File: config.mk
export PLATFORM = sky130hd
export DESIGN_NAME = serial_addsub
export DESIGN_NICKNAME = d
export VERILOG_FILES = /design/src/rtl/serial_addsub_pkg.sv /design/src/rtl/digit_adder.sv /design/src/rtl/full_adder.sv /design/src/rtl/serial_addsub.sv
export SDC_FILE = /design/constraint.sdc
export NUM_CORES = 1
export LEC_CHECK = 0
export CAP_MARGIN = 10
export CORE_UTILIZATION = 30
export CTS_CLUSTER_DIAMETER = 150
export DETAILED_ROUTE_END_ITERATION = 10
export PLACE_DENSITY = 0.56
export SYNTH_ARGS = -nofsm -noshare
export SYNTH_HDL_FRONTEND = slang
export SYNTH_SLANG_ARGS = --single-unit
File: constraint.sdc
create_clock -name clock -period 2.68 [get_ports clock]
set_input_delay 0.402 -clock clock [delete_from_list [all_inputs] [get_ports clock]]
set_output_delay 0.402 -clock clock [all_outputs]
set_load 0.01 [all_outputs]
File: src/rtl/serial_addsub_pkg.sv
// Shared definitions for the serial adder/subtractor: FSM state encoding and a
// constant-evaluable ceiling-log2 used to size the digit counter.
package serial_addsub_pkg;

    typedef enum logic [1:0] {
        IDLE = 2'b00,
        RUN  = 2'b01,
        DONE = 2'b10
    } state_t;

    function automatic int clog2(input int n);
        int r;
        r = 0;
        for (int i = 0; i < 31; i++) begin
            if ((1 << i) < n) r = i + 1;
        end
        return r;
    endfunction

endpackage

File: src/rtl/digit_adder.sv
// DIGIT-bit ripple adder built from full_adder cells; also exposes the carry
// into its top bit so the caller can form signed overflow on the last digit.
module digit_adder #(
    parameter int DIGIT = 1
) (
    input  logic [DIGIT-1:0] a,
    input  logic [DIGIT-1:0] b,
    input  logic             cin,
    output logic [DIGIT-1:0] sum,
    output logic             cout,
    output logic             c_msb
);

    logic [DIGIT:0] c;

    assign c[0] = cin;

    for (genvar i = 0; i < DIGIT; i++) begin : g_bit
        full_adder u_fa (
            .a    (a[i]),
            .b    (b[i]),
            .cin  (c[i]),
            .sum  (sum[i]),
            .cout (c[i+1])
        );
    end

    assign cout  = c[DIGIT];
    assign c_msb = c[DIGIT-1];

endmodule

File: src/rtl/full_adder.sv
// One-bit full adder cell, the building block of the digit ripple chain.
module full_adder (
    input  logic a,
    input  logic b,
    input  logic cin,
    output logic sum,
    output logic cout
);

    assign sum  = a ^ b ^ cin;
    assign cout = (a & b) | (cin & (a ^ b));

endmodule

File: src/rtl/serial_addsub.sv
// Multi-cycle adder/subtractor processing DIGIT bits per clock, LSB digit first,
// with a start/busy/done handshake and a result held until the next completion.
module serial_addsub
    import serial_addsub_pkg::*;
#(
    parameter int WIDTH = 8,
    parameter int DIGIT = 1
) (
    input  logic             clock,
    input  logic             resetn,
    input  logic             start_in,
    input  logic             sub_in,
    input  logic [WIDTH-1:0] a_in,
    input  logic [WIDTH-1:0] b_in,
    input  logic             c_in,
    output logic             busy_out,
    output logic             done_out,
    output logic [WIDTH-1:0] sum_out,
    output logic             carry_out,
    output logic             overflow_out
);

    localparam int NCYC = WIDTH / DIGIT;
    localparam int CW   = (clog2(NCYC) < 1) ? 1 : clog2(NCYC);

    state_t state, next_state;

    logic [WIDTH-1:0]       a_sh, b_sh, res_sh;
    logic                   carry_q;
    logic [CW-1:0]          cnt;
    logic [DIGIT-1:0]       d_sum;
    logic                   d_cout, d_cmsb;
    logic [WIDTH+DIGIT-1:0] res_cat;
    logic [WIDTH-1:0]       res_next;
    logic                   last_digit;

    digit_adder #(.DIGIT(DIGIT)) u_digit (
        .a     (a_sh[DIGIT-1:0]),
        .b     (b_sh[DIGIT-1:0]),
        .cin   (carry_q),
        .sum   (d_sum),
        .cout  (d_cout),
        .c_msb (d_cmsb)
    );

    // New digit enters at the MSB end; the concatenation keeps DIGIT==WIDTH legal.
    assign res_cat    = {d_sum, res_sh};
    assign res_next   = res_cat[WIDTH+DIGIT-1:DIGIT];
    assign last_digit = (cnt == CW'(NCYC - 1));
    assign busy_out   = (state == RUN) || (state == DONE);

    always_ff @(posedge clock) begin
        if (!resetn) state <= IDLE;
        else         state <= next_state;
    end

    always_comb begin
        next_state = state;
        case (state)
            IDLE:    if (start_in) next_state = RUN;
            RUN:     if (last_digit) next_state = DONE;
            DONE:    next_state = IDLE;
            default: next_state = IDLE;
        endcase
    end

    // Subtraction is a + ~b with the carry-in inverted, so the add path is shared.
    always_ff @(posedge clock) begin
        if (!resetn) begin
            a_sh         <= '0;
            b_sh         <= '0;
            res_sh       <= '0;
            carry_q      <= 1'b0;
            cnt          <= '0;
            sum_out      <= '0;
            carry_out    <= 1'b0;
            overflow_out <= 1'b0;
            done_out     <= 1'b0;
        end else begin
            case (state)
                IDLE: begin
                    if (start_in) begin
                        a_sh    <= a_in;
                        b_sh    <= sub_in ? ~b_in : b_in;
                        carry_q <= c_in ^ sub_in;
                        cnt     <= '0;
                    end
                end
                RUN: begin
                    a_sh    <= a_sh >> DIGIT;
                    b_sh    <= b_sh >> DIGIT;
                    res_sh  <= res_next;
                    carry_q <= d_cout;
                    cnt     <= cnt + 1'b1;
                    if (last_digit) begin
                        sum_out      <= res_next;
                        carry_out    <= d_cout;
                        overflow_out <= d_cmsb ^ d_cout;
                        done_out     <= 1'b1;
                    end
                end
                DONE:    done_out <= 1'b0;
                default: ;
            endcase
        end
    end

endmodule

==> results of run 1 <==
-- synth_stat cells --
| cell type | n | area, sq um |
|---|---|---|
| dfxtp_1 | 40 | 801 |
| nand2_1 | 29 | 109 |
| a21oi_1 | 23 | 115 |
| nor2_1 | 17 | 63.8 |
| mux2i_1 | 15 | 150 |
| nand2b_1 | 12 | 75.1 |
| o211ai_1 | 9 | 67.6 |
| xor2_1 | 8 | 70.1 |
| a211oi_2 | 7 | 87.6 |
| ha_1 | 6 | 75.1 |
| buf_6 | 5 | 56.3 |
| buf_4 | 4 | 30.0 |
| nand3_1 | 3 | 15.0 |
| a32oi_1 | 2 | 17.5 |
| buf_2 | 2 | 10.0 |
| clkbuf_1 | 2 | 7.51 |
| inv_1 | 2 | 7.51 |
| inv_2 | 2 | 7.51 |
| nor2b_1 | 2 | 12.5 |
| o21ai_1 | 2 | 10.0 |
| xnor2_1 | 2 | 17.5 |
| a211oi_1 | 1 | 7.51 |
| a311oi_1 | 1 | 8.76 |
| and2_1 | 1 | 6.26 |
| buf_1 | 1 | 3.75 |
| clkbuf_2 | 1 | 5.00 |
| fa_1 | 1 | 20.0 |
| mux2_4 | 1 | 15.0 |
| mux2i_2 | 1 | 13.8 |
| nand3b_1 | 1 | 7.51 |
| o41ai_2 | 1 | 16.3 |
| or2_1 | 1 | 6.26 |
-- cells by family (layout without fill, tap and decap cells) --
| group | after synthesis | in the layout | synth area share [%] |
|---|---|---|---|
| muxes | 17 | 17 | 9.34 |
| DFF | 40 | 40 | 41.8 |
| and+or+nand+nor | 66 | 66 | 15.4 |
| AOI/OAI and AO/OA | 46 | 46 | 17.2 |
| adders and majority gates | 7 | 7 | 4.96 |
| xor gates and xnor gates | 10 | 10 | 4.57 |
| buffers and inverters | 19 | 47 | 6.66 |
-- worst max-delay path: stages (launching register included) --
cell and delay, ps:
dfxtp_1 380, inv_1 90, ha_1 280, clkdlybuf4s50_1 530
-- state kept, by name, indices dropped and copies added (netlist names) --
name / flops
a_sh: 8
b_sh: 8
sum_out: 8
res_sh: 7
cnt: 3
state: 2
carry_out: 1
carry_q: 1
done_out: 1
overflow_out: 1
-- routing by layer --
metal	share of wire [%]	wire length, um
met1	47	1700
met2	48	1730
met3	3.8	140
met4	1.8	64
met5	0	0
-- per-stage QoR --
stage                     hold WS, ps  utilization, %  setup slack (ps)
final                             444            38.7               713
after global routing              468            38.7               622
after CTS                         451            38.7               690
after detailed placement          440            37.2               776
after global placement            433            37.2               808
after floorplan                   427               -              1190
-- how the worst max path moves through the flow --
stage	startpoint	to	slack, ps	cells past startpoint
6_report	state[0]	busy_out	710	3
5_1_grt	state[0]	busy_out	620	3
4_1_cts	state[0]	busy_out	690	3
3_5_place_dp	start_in	b_sh[2]	780	4
3_3_place_gp	start_in	b_sh[7]	810	4
2_1_floorplan	state[0]	b_sh[0]	1190	7
-- layout by cell type, fill, tap and decap left out --
cell,instances
clkbuf_8,6
o211ai_1,9
mux2i_1,15
mux2i_2,1
inv_2,2
a21oi_1,23
dfxtp_1,40
o21ai_1,2
fa_1,1
nor2_1,17
nand3_1,3
clkdlybuf4s50_1,32
buf_4,3
nand2b_1,12
nor2b_1,2
and2_1,1
mux2_4,1
inv_1,2
a32oi_1,2
clkbuf_1,2
xor2_1,8
ha_1,5
ha_2,1
o41ai_2,1
nand3b_1,1
nand2_1,29
xnor2_1,2
a211oi_2,7
or2_1,1
a311oi_1,1
a211oi_1,1
-- cell type report --
| cell class | instances | area [sq um] | area share (%) |
|---|---|---|---|
| Clock buffer | 8 | 90.1 | 3.86 |
| Inverter | 4 | 15.0 | 0.644 |
| Multi-Input combinational cell | 146 | 990 | 42.4 |
| Sequential cell | 40 | 801 | 34.3 |
| Tap cell | 75 | 93.8 | 4.02 |
| Timing Repair Buffer | 35 | 343 | 14.7 |
-- power groups by stage --
stage | Combinational, mW | Sequential, mW | Clock [mW]
after global routing | 0.353 | 0.678 | 0.446
final | 0.315 | 0.671 | 0.409
after CTS | 0.321 | 0.672 | 0.424
after floorplan | 0.272 | 0.677 | 0
after detailed placement | 0.318 | 0.686 | 0
after global placement | 0.316 | 0.685 | 0
==> impl_metrics.toml, run 1 <==
[power_and_ir_drop]
p_per_area_nw_per_um2 = 598
p_sw_share_pct = 28.3
clockPowerShare_pct = 29.3
p_total_mw = 1.39
p_int_mw = 1.00
p_comb_share_pct = 22.6
ir_drop_mv = 0.208
p_leak_nw = 0.811
p_sw_mw = 0.394
seqPwrFrac_pct = 48.1

[final_layout]
fin_area_sq_um = 2330
drive_gt1_share_pct = 9.44
final_cells = 308
syn2layout_area_growth_pct = 21.8
fill_cells = 636
num-nets-final = 260
n_antenna_cell = 0

[worst_hold_path]
hold_end = "b_sh[3]"
hp-class = "register to register"
min_from = "b_sh[3]"
min_path_cells = 2

[global_routing]
grt_usage_pct = 12.0
grt_antenna_before_repair = 0
grt_first_pass_wirelength_um = 6070
overflow = 0
grt_use_met2_pct = 18.9
grt_pass1_vias = 1308
top_usage_layer = "met2"
grt_use_met1_pct = 15.1
grt_util_met3_pct = 3.44
grt_max_degree = 23

[sta]
post-route-min-period_ps = 1970
period_share_pct = 73.4
finalMaxSlewViolations = 0
tns_ps = 0
worst_slew_pin_slew_ps = 689
max_freq_mhz = 508
hold_viol = 0
setup_violations = 0
maxSlewHeadroom_pct = 53.2
rsz0062_at_grt = "no"
skew_ps = 1.67

[route]
routedWlPerCell_um = 11.8
antenna_left = 0
drcViolationCount = 0
vias = 1431
initialDrtViolationCount = 64
vias_per_cell = 4.65
wirelength_um = 3640
drtPass1Iterations = 4

[job]
maxCapViolCount = 0

[critical_path]
timing.rr.start = "state[0]"
r2r_cells = 5
critPathArrivalTime_ps = 1560
r2r_slack_ps = 880
critPathRequiredTime_ps = 2280
reg2reg_to = "cnt[0]"
end_kind = "primary output"
cp-start-kind = "register"
worst-setup-path-type = "register to primary output"
critPathMaxFanout = 4

[floorplanning]
start_util_pct = 31.8
die_y_um = 81.9
die_w_um = 81.9
core_area_sq_um = 6030
ios = 33
rows = 28
die-area_sq_um = 6710

[cts]
tritoncts = "done"
cts_resized = 0
clock_latency_ps = 290
numClockSinks = 40
ctsHoldBuffers = 0
clkTransAtPathRegs_ps = 70
cts.htree.levels = 2
cts_buffers = 5
cts_max_path_buffers = 2
cts-root-buf = "clkbuf_8"
cts_setup_buffers = 0

[placement]
place_congestion = 0.666
placed_cells = 300
dpl_cell_area_sq_um = 2240
port_buffers = 32
dp_hpwl_um = 2490

[synthesis]
ys_warn_count = 0
synth_cells = 205
synth.distinct_cells = 32
synth_nets = 233
synth-seq-cells = 40
ys_seq_area_share_pct = 41.8
syn-cell-area_sq_um = 1920
synth_area_per_cell_sq_um = 9.34

[status]
status = "completed"
Power figures use the tool's default switching activity.
==> inputs of run 2 (changes only) <==
--- a/config.mk
+++ b/config.mk
@@ -9,7 +9,7 @@
 export CORE_UTILIZATION = 30
 export CTS_CLUSTER_DIAMETER = 150
 export DETAILED_ROUTE_END_ITERATION = 10
-export PLACE_DENSITY = 0.56
+export PLACE_DENSITY = 0.58
 export SYNTH_ARGS = -nofsm -noshare
 export SYNTH_HDL_FRONTEND = slang
 export SYNTH_SLANG_ARGS = --single-unit
==> constraint.sdc (replaced) <==
create_clock -name clock -period 1.59 [get_ports clock]
set_input_delay 0.2385 -clock clock [delete_from_list [all_inputs] [get_ports clock]]
set_output_delay 0.2385 -clock clock [all_outputs]
set_load 0.01 [all_outputs]
==> run 2 against run 1 <==
Total power rose by 75%. Critical path type unchanged. Clock power rose by 70%. Utilization rose by 2.0 points. Global-route usage rose by 0.75 points. Largest cell class unchanged. Via count rose by 3.8%.
==> impl_metrics.toml, run 2 (synthesis gave the netlist of run 1 again) <==
[placement]
port_buffers = 32
place_congestion = 0.693
dp_hpwl_um = 2640
placed_cells = 311

[cts]
ctsHoldBuffers = 0
cts_setup_buffers = 0
numClockSinks = 40
cts_buffers = 5
clock_latency_ps = 290
clkTransAtPathRegs_ps = 80
cts_max_path_buffers = 2
cts.htree.levels = 2
cts-root-buf = "clkbuf_8"
tritoncts = "done"

[floorplanning]
core_area_sq_um = 6030
die_y_um = 81.9
die_w_um = 81.9
die-area_sq_um = 6710
ios = 33
rows = 28
start_util_pct = 31.8

[global_routing]
grt_usage_pct = 12.8
grt_first_pass_wirelength_um = 6460
grt_pass1_vias = 1387
grt_antenna_before_repair = 0
grt_max_degree = 23
overflow = 0

[final_layout]
reg.largest.list = "a_sh: 8 flops, b_sh: 8 flops, sum_out: 8 flops"
drive_gt1_share_pct = 15.5
final_cells = 320
regArea_sq_um = 802
multi_input_area_sq_um = 1020
syn2layout_area_growth_pct = 28.0
final_cell_mix = "39 x dfxtp_1, 31 x clkdlybuf4s50_1, 29 x nand2_1, 23 x a21oi_1, 17 x nor2_1"
fill_cells = 631
num-nets-final = 272
final_common_cell = "dfxtp_1"
n_antenna_cell = 0

[power_and_ir_drop]
ir_drop_mv = 0.330
seqPwrFrac_pct = 46.4
p_comb_share_pct = 25.1
p_sw_share_pct = 28.9
p_int_mw = 1.74
p_sw_mw = 0.705
p_leak_nw = 0.876
clockPowerShare_pct = 28.5
p_per_area_nw_per_um2 = 995

[critical_path]
critPathRequiredTime_ps = 1350
cp-start-kind = "register"
critPathArrivalTime_ps = 1270
reg2reg_to = "a_sh[3]"
critPathMaxFanout = 4
worst-setup-path-type = "register to primary output"
timing.rr.start = "state[0]"
r2r_cells = 5
end_kind = "primary output"
r2r_slack_ps = 90

[sta]
tns_ps = 0
period_share_pct = 94.6
hold_viol = 0
max_freq_mhz = 665
finalMaxSlewViolations = 0
rsz0062_at_grt = "no"
setup_violations = 0
maxSlewHeadroom_pct = 79.3
skew_ps = 8.66
post-route-min-period_ps = 1500
worst_slew_pin_slew_ps = 310

[worst_hold_path]
hp-class = "register to register"
min_from = "b_sh[6]"
min_path_cells = 2
hold_end = "b_sh[6]"

[route]
wirelength_um = 4040
drcViolationCount = 0
routedWlPerCell_um = 12.6
antenna_left = 0
vias_per_cell = 4.64
drtPass1Iterations = 4
initialDrtViolationCount = 57
vias = 1486

[job]
maxCapViolCount = 0

[status]
status = "completed"
[run 2: critical path, cell delays in order, from the launching register on]
cell	delay (ps)
dfxtp_2	370
inv_1	100
ha_4	260
dlygate4sd2_1	250
[run 2: stage by stage]
step | total power [mW] | area (sq um) | util, % | worst slack, ps | hold slack [ps]
floorplan | 1.60 | 1920 | - | 101 | 379
global placement | 1.73 | 2320 | 38.6 | 85.4 | 436
detailed placement | 1.74 | 2320 | 38.6 | 50.4 | 442
CTS | 2.44 | 2420 | 40.1 | 50.6 | 453
global route | 2.60 | 2450 | 40.7 | 12.3 | 469
finish | 2.44 | 2450 | 40.7 | 85.8 | 453
[run 2: final cells by class]
cell class	instances	area share (%)
Sequential cell	40	32.7
Inverter	4	0.612
Tap cell	75	3.83
Multi-Input combinational cell	147	41.7
Clock buffer	7	3.52
Timing Repair Buffer	46	17.3
Clock inverter	1	0.306
[run 2: layer usage]
metal / track usage (%) / routed length [um] / vias to the layer above
met5: 0 / 0 / -
met4: 5.61 / 41 / 0
met3: 3.11 / 132 / 2
met2: 20.2 / 1790 / 20
met1: 16.3 / 2070 / 685
li1: - / - / 779
[run 2: timing repair]
item                                    4_1_cts  5_1_grt
gates resized for setup                       2        4
endpoints found under the setup margin        1       15
cloned                                        0        1
[run 2: worst max-delay path by stage]
stage,from,to,slack [ps],cells past startpoint
after floorplan,state[0],b_sh[0],100,7
after global placement,start_in,a_sh[0],90,4
after detailed placement,start_in,a_sh[6],50,4
after CTS,state[1],busy_out,50,3
after global routing,state[0],busy_out,10,3
final,state[0],busy_out,90,3
[run 2: power by group through the flow]
stage                     Combinational (mW)  Sequential [mW]  Clock (mW)
after floorplan                        0.458             1.14           0
after global placement                 0.577             1.15           0
after detailed placement               0.583             1.15           0
after CTS                              0.584             1.13       0.729
after global routing                   0.683             1.14       0.769
final                                  0.612             1.13       0.696
==> inputs of run 3 (changes only) <==
--- a/config.mk
+++ b/config.mk
@@ -5,7 +5,9 @@
 export SDC_FILE = /design/constraint.sdc
 export NUM_CORES = 1
 export LEC_CHECK = 0
+export ABC_CLOCK_PERIOD_IN_PS = 1590
 export CAP_MARGIN = 10
+export CORE_ASPECT_RATIO = 1.5
 export CORE_UTILIZATION = 30
 export CTS_CLUSTER_DIAMETER = 150
 export DETAILED_ROUTE_END_ITERATION = 10
@@ -13,3 +15,4 @@
 export SYNTH_ARGS = -nofsm -noshare
 export SYNTH_HDL_FRONTEND = slang
 export SYNTH_SLANG_ARGS = --single-unit
+export TNS_END_PERCENT = 20
==> run 3 against run 2 <==
Cell count decreased by 0.31%. Clock skew decreased by 2.1 ps. Non-clock buffer count unchanged. Wire length decreased by 5.9%. Worst hold slack got worse by 4.8 ps. Total power increased by 4.0%. Critical path depth unchanged. Register-to-register slack improved by 40 ps. Largest power group unchanged. Global-route usage increased by 0.24 points. Sequential share of layout area decreased by 0.15 points. Sequential power about the same.
==> impl_metrics.toml, run 3 (synthesis gave the netlist of run 1 again) <==
[final_layout]
num-nets-final = 272
reg.largest.list = "a_sh: 8 flops, b_sh: 8 flops, sum_out: 8 flops"
final_common_cell = "dfxtp_1"
syn2layout_area_growth_pct = 28.8
n_antenna_cell = 0
drive_gt1_share_pct = 16.3
fill_cells = 614
final_cell_mix = "38 x dfxtp_1, 31 x clkdlybuf4s50_1, 28 x nand2_1, 23 x a21oi_1, 17 x nor2_1"

[cts]
cts.htree.levels = 2
clock_latency_ps = 290
cts_max_path_buffers = 2
cts_setup_buffers = 0
numClockSinks = 40
clkTransAtPathRegs_ps = 80
tritoncts = "done"
ctsHoldBuffers = 0
cts_buffers = 5
cts-root-buf = "clkbuf_8"

[power_and_ir_drop]
p_comb_share_pct = 23.6
p_leak_nw = 0.894
seqPwrFrac_pct = 44.6
p_int_mw = 1.84
p_sw_share_pct = 27.5
p_per_area_nw_per_um2 = 1030
clockPowerShare_pct = 31.9
ir_drop_mv = 0.376
p_sw_mw = 0.697

[placement]
dp_hpwl_um = 2700
place_congestion = 0.737
dp_slack_ps = -33.0
port_buffers = 32

[route]
routedWlPerCell_um = 11.9
vias = 1502
initialDrtViolationCount = 62
drtPass1Iterations = 4
wirelength_um = 3800
drcViolationCount = 0
antenna_left = 0
vias_per_cell = 4.71

[critical_path]
cp-start-kind = "register"
path_cells = "inv_1 -> ha_2 -> dlygate4sd2_1"
worst-setup-path-type = "register to primary output"
cp_slowest_stage_delay_ps = 340
end_kind = "primary output"
critPathArrivalTime_ps = 1270
worst_path_max_delay_cell = "dfxtp_2"
critPathMaxFanout = 3
critPathRequiredTime_ps = 1350

[job]
maxCapViolCount = 0

[status]
status = "completed"

[worst_hold_path]
hp-class = "register to register"

[global_routing]
overflow = 0
grt_first_pass_wirelength_um = 6560
grt_pass1_vias = 1518
grt_antenna_before_repair = 0
grt_max_degree = 23
grt_usage_pct = 13.0

[sta]
hold_viol = 0
max_freq_mhz = 664
post-route-min-period_ps = 1510
period_share_pct = 94.7
setup_violations = 0
maxSlewHeadroom_pct = 76.8
skew_ps = 6.51
finalMaxSlewViolations = 0
fin_ws_ps = 84.3
tns_ps = 0
worst_slew_pin_slew_ps = 346

[floorplanning]
die_w_um = 67.2
ios = 33
core_area_sq_um = 6170
die-area_sq_um = 6720
die_y_um = 99.9
rows = 35
start_util_pct = 31.0
[run 3: final timing paths]
check	from	endpoint	slack, ps	depth (start not counted)
worst min-delay path	b_sh[6]	b_sh[6]	450	2
worst min register to register	b_sh[6]	b_sh[6]	450	2
worst max-delay path	state[1]	busy_out	80	3
worst max register to register	state[1]	a_sh[4]	130	5
[run 3: area by class of cell]
type	instances	area, sq um	area share (%)
Clock inverter	2	35.0	1.42
Clock buffer	6	72.6	2.94
Tap cell	74	92.6	3.75
Sequential cell	40	803	32.6
Multi-Input combinational cell	147	1010	41.0
Inverter	4	15.0	0.609
Timing Repair Buffer	46	437	17.7
[run 3: repair_timing]
item,4_1_cts,5_1_grt
gates cloned,0,1
gates resized for setup,2,6
setup endpoints to repair,1,24
[run 3: through the flow]
step / util, % / cell area [sq um] / hold slack [ps] / power [mW] / instances
after global routing: 40.0 / 2470 / 467 / 2.67 / 319
final: 40.0 / 2470 / 449 / 2.54 / 319
after CTS: 39.6 / 2440 / 452 / 2.55 / 318
after floorplan: - / 1920 / 379 / 1.60 / 205
after global placement: 37.8 / 2340 / 434 / 1.72 / 310
after detailed placement: 37.8 / 2340 / 440 / 1.74 / 310
[run 3: per-layer routing]
metal	part of all wire (%)	track usage, %	vias to the layer above
met3	2.6	2.73	9
met2	52	22.7	31
met4	3.8	7.53	0
met1	42	13.9	689
met5	0	0	-
li1	-	-	773
[run 3: power groups by stage]
stage	registers (mW)	clock network [mW]	logic (mW)
after global routing	1.14	0.867	0.662
final	1.13	0.809	0.598
after detailed placement	1.15	0	0.585
after CTS	1.13	0.837	0.583
after floorplan	1.14	0	0.458
after global placement	1.15	0	0.572
[run 3: worst max-delay path, delay by kind of cell (launching register included)]
kind / cells / cell delay (ps)
buf+inv: 2 / 330
flops: 1 / 340
fa+ha+maj: 1 / 310
